`src/rtl/apb_fifo_ctrl.sv`:
```
// rtl/apb_fifo_ctrl.sv - APB slave FIFO peripheral with status, thresholds, sticky errors and IRQ
// One wait state per transfer; every side effect commits on the edge that ends the decode cycle.
module apb_fifo_ctrl #(
  parameter int DATA_W = 8,
  parameter int DEPTH  = 16,
  localparam int CNT_W = $clog2(DEPTH) + 1
) (
  input  logic        PCLK,
  input  logic        PRESET,
  input  logic [4:0]  PADDR,
  input  logic [31:0] PWDATA,
  input  logic        PWRITE,
  input  logic        PENABLE,
  input  logic        PSEL,
  output logic [31:0] PRDATA,
  output logic        PREADY,
  output logic        PSLVERR,
  output logic        IRQ
);
  localparam int PTR_W = CNT_W - 1;

  typedef enum logic {IDLE = 1'b0, ACK = 1'b1} state_t;

  state_t              state, state_next;
  logic                access;
  logic [DATA_W-1:0]   mem [DEPTH];
  logic [PTR_W-1:0]    wr_ptr, rd_ptr;
  logic [CNT_W-1:0]    count;
  logic [CNT_W-1:0]    af_thr, ae_thr;
  logic [DATA_W-1:0]   last_wr;
  logic                en_af, en_ae, en_err;
  logic                ovf, udf;
  logic                empty, full, almost_full, almost_empty, irq_next;
  logic [31:0]         fsr, thr_word, rdata_next;
  logic                err_next, push, pop, flush, ctrl_we, thr_we, fwd_we;
  logic                ovf_set, udf_set, ovf_clr, udf_clr;
  logic                unused_bits;

  assign unused_bits = ^{PADDR[1:0], PWDATA};

  always_ff @(posedge PCLK or posedge PRESET) begin
    if (PRESET) state <= IDLE;
    else        state <= state_next;
  end

  // ACK always returns to IDLE, so a master still holding PSEL/PENABLE there is not re-executed
  always_comb begin
    state_next = state;
    case (state)
      IDLE:    if (PSEL && PENABLE) state_next = ACK;
      ACK:     state_next = IDLE;
      default: state_next = IDLE;
    endcase
  end

  always_comb begin
    PREADY = (state == ACK);
    access = (state == IDLE) && PSEL && PENABLE;
  end

  assign empty        = (count == '0);
  assign full         = (count == CNT_W'(DEPTH));
  assign almost_full  = (count >= af_thr);
  assign almost_empty = (count <= ae_thr);
  assign irq_next     = (en_af & almost_full) | (en_ae & almost_empty) | (en_err & (ovf | udf));

  always_comb begin
    fsr = '0;
    fsr[0] = empty;
    fsr[1] = full;
    fsr[2] = almost_empty;
    fsr[3] = almost_full;
    fsr[4] = ovf;
    fsr[5] = udf;
    fsr[16 +: CNT_W] = count;
    thr_word = '0;
    thr_word[0 +: CNT_W]  = af_thr;
    thr_word[16 +: CNT_W] = ae_thr;
  end

  always_comb begin
    rdata_next = '0;
    err_next   = 1'b0;
    push       = 1'b0;
    pop        = 1'b0;
    flush      = 1'b0;
    ctrl_we    = 1'b0;
    thr_we     = 1'b0;
    fwd_we     = 1'b0;
    ovf_set    = 1'b0;
    udf_set    = 1'b0;
    ovf_clr    = 1'b0;
    udf_clr    = 1'b0;
    if (access) begin
      case (PADDR[4:2])
        3'd0: if (!PWRITE) rdata_next = fsr;
        3'd1: begin
          if (PWRITE) begin
            fwd_we = 1'b1;
            if (full) begin
              ovf_set  = 1'b1;
              err_next = 1'b1;
            end else begin
              push = 1'b1;
            end
          end else begin
            rdata_next = 32'(last_wr);
          end
        end
        3'd2: begin
          if (!PWRITE) begin
            if (empty) begin
              udf_set  = 1'b1;
              err_next = 1'b1;
            end else begin
              pop        = 1'b1;
              rdata_next = 32'(mem[rd_ptr]);
            end
          end
        end
        3'd3: begin
          if (PWRITE) begin
            ctrl_we = 1'b1;
            flush   = PWDATA[3];
          end else begin
            rdata_next = 32'({en_err, en_ae, en_af});
          end
        end
        3'd4: begin
          if (PWRITE) thr_we = 1'b1;
          else        rdata_next = thr_word;
        end
        3'd5: begin
          if (PWRITE) begin
            ovf_clr = PWDATA[4];
            udf_clr = PWDATA[5];
          end
        end
        default: err_next = 1'b1;
      endcase
    end
  end

  always_ff @(posedge PCLK) begin
    if (push) mem[wr_ptr] <= PWDATA[DATA_W-1:0];
  end

  always_ff @(posedge PCLK or posedge PRESET) begin
    if (PRESET) begin
      PRDATA  <= '0;
      PSLVERR <= 1'b0;
      IRQ     <= 1'b0;
      wr_ptr  <= '0;
      rd_ptr  <= '0;
      count   <= '0;
      af_thr  <= CNT_W'(DEPTH - 1);
      ae_thr  <= CNT_W'(1);
      last_wr <= '0;
      en_af   <= 1'b0;
      en_ae   <= 1'b0;
      en_err  <= 1'b0;
      ovf     <= 1'b0;
      udf     <= 1'b0;
    end else begin
      if (access) begin
        PRDATA  <= rdata_next;
        PSLVERR <= err_next;
      end
      if (flush) begin
        wr_ptr <= '0;
        rd_ptr <= '0;
        count  <= '0;
      end else if (push) begin
        wr_ptr <= wr_ptr + PTR_W'(1);
        count  <= count + CNT_W'(1);
      end else if (pop) begin
        rd_ptr <= rd_ptr + PTR_W'(1);
        count  <= count - CNT_W'(1);
      end
      if (ctrl_we) {en_err, en_ae, en_af} <= PWDATA[2:0];
      if (thr_we) begin
        af_thr <= PWDATA[0 +: CNT_W];
        ae_thr <= PWDATA[16 +: CNT_W];
      end
      if (fwd_we) last_wr <= PWDATA[DATA_W-1:0];
      // a same-cycle status event beats the software clear
      if (ovf_set)      ovf <= 1'b1;
      else if (ovf_clr) ovf <= 1'b0;
      if (udf_set)      udf <= 1'b1;
      else if (udf_clr) udf <= 1'b0;
      IRQ <= irq_next;
    end
  end

endmodule

```
`config.mk`:
```
export PLATFORM = sky130hd
export DESIGN_NAME = apb_fifo_ctrl
export DESIGN_NICKNAME = d
export VERILOG_FILES = /design/src/rtl/apb_fifo_ctrl.sv
export SDC_FILE = /design/constraint.sdc
export NUM_CORES = 1
export LEC_CHECK = 0
export ABC_AREA = 0
export BUFFER_PORTS_ARGS = -buffer_cell sky130_fd_sc_hd__buf_2
export CORE_ASPECT_RATIO = 1.5
export CORE_MARGIN = 3
export CORE_UTILIZATION = 30
export CTS_CLUSTER_DIAMETER = 200
export DETAILED_ROUTE_END_ITERATION = 8
export GPL_TIMING_DRIVEN = 0
export SETUP_SLACK_MARGIN = 0.15
export SKIP_LAST_GASP = 1
export SLEW_MARGIN = 20
export SYNTH_ARGS = -nofsm -noshare
export SYNTH_HDL_FRONTEND = slang
export SYNTH_SLANG_ARGS = --single-unit
```
`constraint.sdc`:
```
create_clock -name PCLK -period 3.2 [get_ports PCLK]
set_clock_uncertainty 0.1 [all_clocks]
set_input_delay 0 -clock PCLK [delete_from_list [all_inputs] [get_ports PCLK]]
set_output_delay 0 -clock PCLK [all_outputs]
set_load 0.03 [all_outputs]
```
; Word-level counts from Yosys, hierarchy flattened
; Memory sizes are Yosys's and may differ from the RTL's.
; Index checks and enable logic that the tools add are counted.
[totals]
ff_bits = 71
latchBits = 0
ram_bits = 128
romBits = 0
out_inout_bits = 35
elab_cells = 104
n_memories = 1
[mem_list]
columns = name, depth, width, rd, rd_clocked_by_memory_dff, write_ports, line_no
row1 = mem, 16, 8, 1, 0, 1, 26  ; logic [DATA_W-1:0] mem [DEPTH];
[classes]
n_addsub = 4
multipliers = 0
n_div = 0
n_lt_le_gt_ge = 2
eq_ne = 7
shift = 0
muxes = 56
bitwise_logic = 7
n_reduce_logical = 12
[op_table]
columns = cell, n
row1 = $pmux 21 s5, 1
row2 = $mux 21, 2
row3 = $mux 1, 39
row4 = $mux 8, 3
row5 = $mux 4, 5
row6 = $mux 5, 3
row7 = $add 4x1->4 const B, 2
row8 = $reduce_bool 2->1, 4
row9 = $eq 3x2->1 const B, 2
row10 = $eq 3x3->1 const B, 2
row11 = $add 5x1->5 const B, 1
row12 = $eq 5x5->1 const B, 1
row13 = $ge 5x5->1, 1
row14 = $le 5x5->1, 1
row15 = $logic_not 5->1, 1
row16 = $sub 5x1->5 const B, 1
row17 = $reduce_or 4->1, 1
row18 = $and 1x1->1, 3
row19 = $eq 3x1->1 const B, 1
row20 = $logic_and 1x1->1, 3
row21 = $logic_not 3->1, 1
row22 = $mux 3, 1
row23 = $or 1x1->1, 3
row24 = $pmux 1 s3, 1
row25 = 5 further kinds, 5

; Longest topological paths before layout
[depth]
word_depth = 8
depth_mapped = 9
depth_no_buf = 9

; Worst setup path after synthesis
; No wires, ideal clock.
[synth_timing]
path_type = flip-flop to flip-flop
from = reg state, in the netlist PREADY
to = reg count[4]
setup_ns = 0.094
arrival_ns = 2.490
slack_ns = 0.516
path_stages_with_launch = 10
path_buffers = 0
path_cell_list = dfrtp_1 -> nand3b_1 -> a2111oi_2 -> inv_1 -> fa_1 -> a21o_1 -> a21oi_1 -> xor2_1 -> nor2_1 -> a221oi_2
[synth_via]
elab_chain_cells = 6
elab_cells_between_ends = 9
[synth_rtl]
columns = item, line_no
row1 = "start, declared", 24  ; state_t state, state_next;
row2 = "start signal, assigned", 43  ; else state <= state_next;
row3 = $not 1->1 *, -
row4 = $logic_and 1x1->1 * (2 in series), 58  ; access = (state == IDLE) && PSEL && PENABLE;
row5 = $mux 1, 94  ; if (access) begin
row6 = $mux 5, 173  ; end else if (push) begin
row7 = $mux 5, 169  ; if (flush) begin
row8 = "end signal, assigned", 175  ; count <= count + CNT_W'(1);
row9 = "end signal, assigned", 178  ; count <= count - CNT_W'(1);
row10 = "end, declared", 28  ; logic [CNT_W-1:0] count;
; Every way passes the cells marked *; elsewhere a longest branch is shown, timed or not.
; A chain may end at the register's enable or synchronous reset.

; Final worst setup path
; Same ends and word-level chain as after synthesis.

==> qor.csv <==
metric,value,unit
syn avg cell area,15.47,µm²
WP buf/inv,1,
Synth Area in XOR/XNOR,0.8692,%
Post-synth top flop,edfxtp_1,
Nets,684,
Achievable Freq,354.5,MHz
Fin. Hold Viols,0,
FILL cells,2474,
layout cell share with drive strength beyond 1,31.18,%
CTS Buf Count,17,
maxcap violations,0,
"Area growth, synth to finish",19.73,%
Critical Path Max Stage Delay,0.45,ns
first-pass GRT wire length,28860,µm
Yosys reg bits,180,
total core area,0.02613,mm²
adder-cell share of the synthesized area,3.197,%
post-CTS setup buffers,0,
Row Count,72,
WL/cell,19.17,µm
Worst path slowest cell,fa_1,
Detail Placement HPWL,13150,µm
status,"complete, no violations",
"Cell Chain, Critical Path",nand3b_1 -> a2111oi_2 -> inv_2 -> fa_1 -> a21o_1 -> a21oi_1 -> xor2_1 -> nor2_1 -> a221oi_2,
Initial Util,30.86,%
clk_lat worst skew,0.42,ns
yosys warns,0,
Max clock buf depth,2,
Post-synth EDFFs,128,
CTS tree,built,
RSZ-0062 raised after global routing,false,
Post-route DRC,0,
gr usage total,13.29,%
Final setup viols,0,
mapped cell area,0.008061,mm²
clock-pin slew on the worst setup and hold paths,0.07,ns
total global routing overflow,0,
Power Total,0.006183,W
Die H,206.8,µm
Worst slew margin,35.35,%
area post-placement,0.008876,mm²
vias in the first global route,4811,
critical path required time,3.44,ns
Slew @ Worst Pin,0.9661,ns
Netlist cell types,61,
minimum clock period,2.821,ns
pin count of the biggest net entering global routing,53,
Yosys top cell by area,edfxtp_1,
clock root buffer,clkbuf_16,
Worst Setup End Kind,flop,
initial antenna violation count,0,
Detailed Routing Iterations Pass 1,5,
port bufs,35,
hold depth,5,
critical path depth,9,
Top delay family on crit path,compound AO/OA/AOI/OAI gates,
GPL Wtd Cong,0.7899,
Synth Area in Compound Gates,5.432,%
CP max FO,10,
multiplexer area fraction after synthesis,15.19,%
Detailed Route Iter0 Violations,221,
Post-Syn Instances,521,
Die ar.,0.02892,mm²
Final ANT Viol Nets,0,
Power Density,640.6,mW/mm²
final wirelength,18560,µm
Static Leak,3.579,nW
clk sinks,180,
Worst VDD drop,320.0,µV
Setup crit start kind,flop,
H-tree Lvls,4,
critical path arrival,3.06,ns
cell area after layout,0.009652,mm²
Slew Limit Fails,0,
Async SR Flop Fraction,28.89,%
HP Class,in2reg,
Synth top area share,47.68,%
Vias/cell,4.865,
largest family of logic cells by synthesized area,multiplexers,
Ant. Diodes,0,
# IOs,77,
Synth area leaders,"edfxtp_1, dfrtp_1, mux4_2",
register area share after synthesis,63.90,%
Die Wd,139.8,µm
DR vias,4709,
Synth Area in Simple Gates,6.689,%
Final Cycle Share,88.15,%
Reg2Reg Depth,9,
critical path type,reg2reg,
path summary, 6_finish.rpt:
check	slack, ns	to	startpoint
hold / removal	0.04	PRDATA[3]	PADDR[3]
hold reg to reg	0.38	PRDATA[19]	PRDATA[19]
setup / recovery	0.38	count[4]	PREADY
setup reg to reg	0.38	count[4]	PREADY
max in group asynchronous	2.43	count[2]	PRESET
min in group asynchronous	0.11	last_wr[5]	PRESET
sequential cells by signal (all words and copies together) (netlist names), 4 cells and up:
register,count
rd_ptr,4
last_wr,8
ae_thr,5
count,5
mem,128
wr_ptr,4
PRDATA,13
af_thr,5
cell usage in the layout (no fill, tap or decap), types with 19 or more instances in the layout:
cell,count
edfxtp_1,128
buf_2,45
dfrtp_1,43
nand2_1,34
buf_4,31
mux4_2,31
mux2_2,25
o21ai_0,22
nor2_1,20
ha_1,19
conb_1,19
worst reg2reg max path, stage by stage (launching register included):
cell,delay [ns]
dfrtp_1,0.37
nand3b_1,0.34
a2111oi_2,0.41
inv_2,0.22
fa_1,0.45
a21o_1,0.19
a21oi_1,0.26
xor2_1,0.17
nor2_1,0.06
a221oi_2,0.17
what timing repair did:
| item | in CTS | in global routing |
|---|---|---|
| gates resized for setup | 3 | 3 |
| setup endpoints to repair | 1 | 5 |
| hold buffers | 16 | 0 |
| endpoints found under the hold margin | 197 | 0 |
cells in the mapped netlist (4+ instances only):
master and count:
o21ai_0 22, o211ai_1 5, mux4_1 4, nand3_1 10
mux2i_1 14, nor3_1 10, dfstp_2 5, edfxtp_1 128
a21oi_1 17, xor2_1 4, mux2_2 25, inv_1 19
clkbuf_1 12, nand2_1 34, mux4_2 31, nor2_1 20
nor2b_1 4, xnor2_1 4, dfrtp_1 47, buf_4 22
ha_1 19, nor4_1 9, buf_2 6
routing by layer:
metal / vias to the layer above / global-route usage (%) / part of all wire [%]
li1: 2164 / - / -
met1: 2417 / 15.01 / 39
met2: 107 / 24.74 / 55
met4: 0 / 4.882 / 2.5
met3: 21 / 2.696 / 3.5
met5: - / 0 / 0
cell type report:
class	count	area, µm²	area share (%)
Timing Repair Buffer	64	422.9	4.382
Inverter	19	73.82	0.7648
Buffer	47	305.3	3.163
Multi-Input combinational cell	293	2673	27.69
Sequential cell	180	5156	53.42
Clock buffer	18	429.2	4.446
Clock inverter	14	175.2	1.815
Tap cell	333	416.7	4.317
power by group:
group | leakage, nW | switching (W) | total (W) | internal [W]
logic | 1.48 | 0.000660 | 0.00125 | 0.000591
registers | 1.81 | 0.000167 | 0.00280 | 0.00264
clock network | 0.284 | 0.000891 | 0.00213 | 0.00124
cells by family after synthesis:
family | Yosys count
AOI/OAI and AO/OA | 68
buffers and inverters | 66
adders and majority gates | 20
and+or+nand+nor | 104
muxes | 74
DFF | 180
xor gates and xnor gates | 8
other | 1
stage by stage:
| stage | hold WS [ns] | utilization [%] | std cells | TNS [ns] | setup WS, ns |
|---|---|---|---|---|---|
| 2_1_floorplan | -0.001131 | - | 539 | 0 | 0.5158 |
| 3_3_place_gp | 0.1420 | 33.38 | 907 | -36.94 | -0.8757 |
| 3_5_place_dp | 0.04842 | 33.98 | 920 | 0 | 0.09959 |
| 4_1_cts | 0.01560 | 36.93 | 968 | 0 | 0.1526 |
| 5_1_grt | 0.05718 | 36.94 | 968 | 0 | 0.1861 |
| 6_report | 0.03711 | 36.94 | 968 | 0 | 0.3791 |
Power figures use the tool's default switching activity.
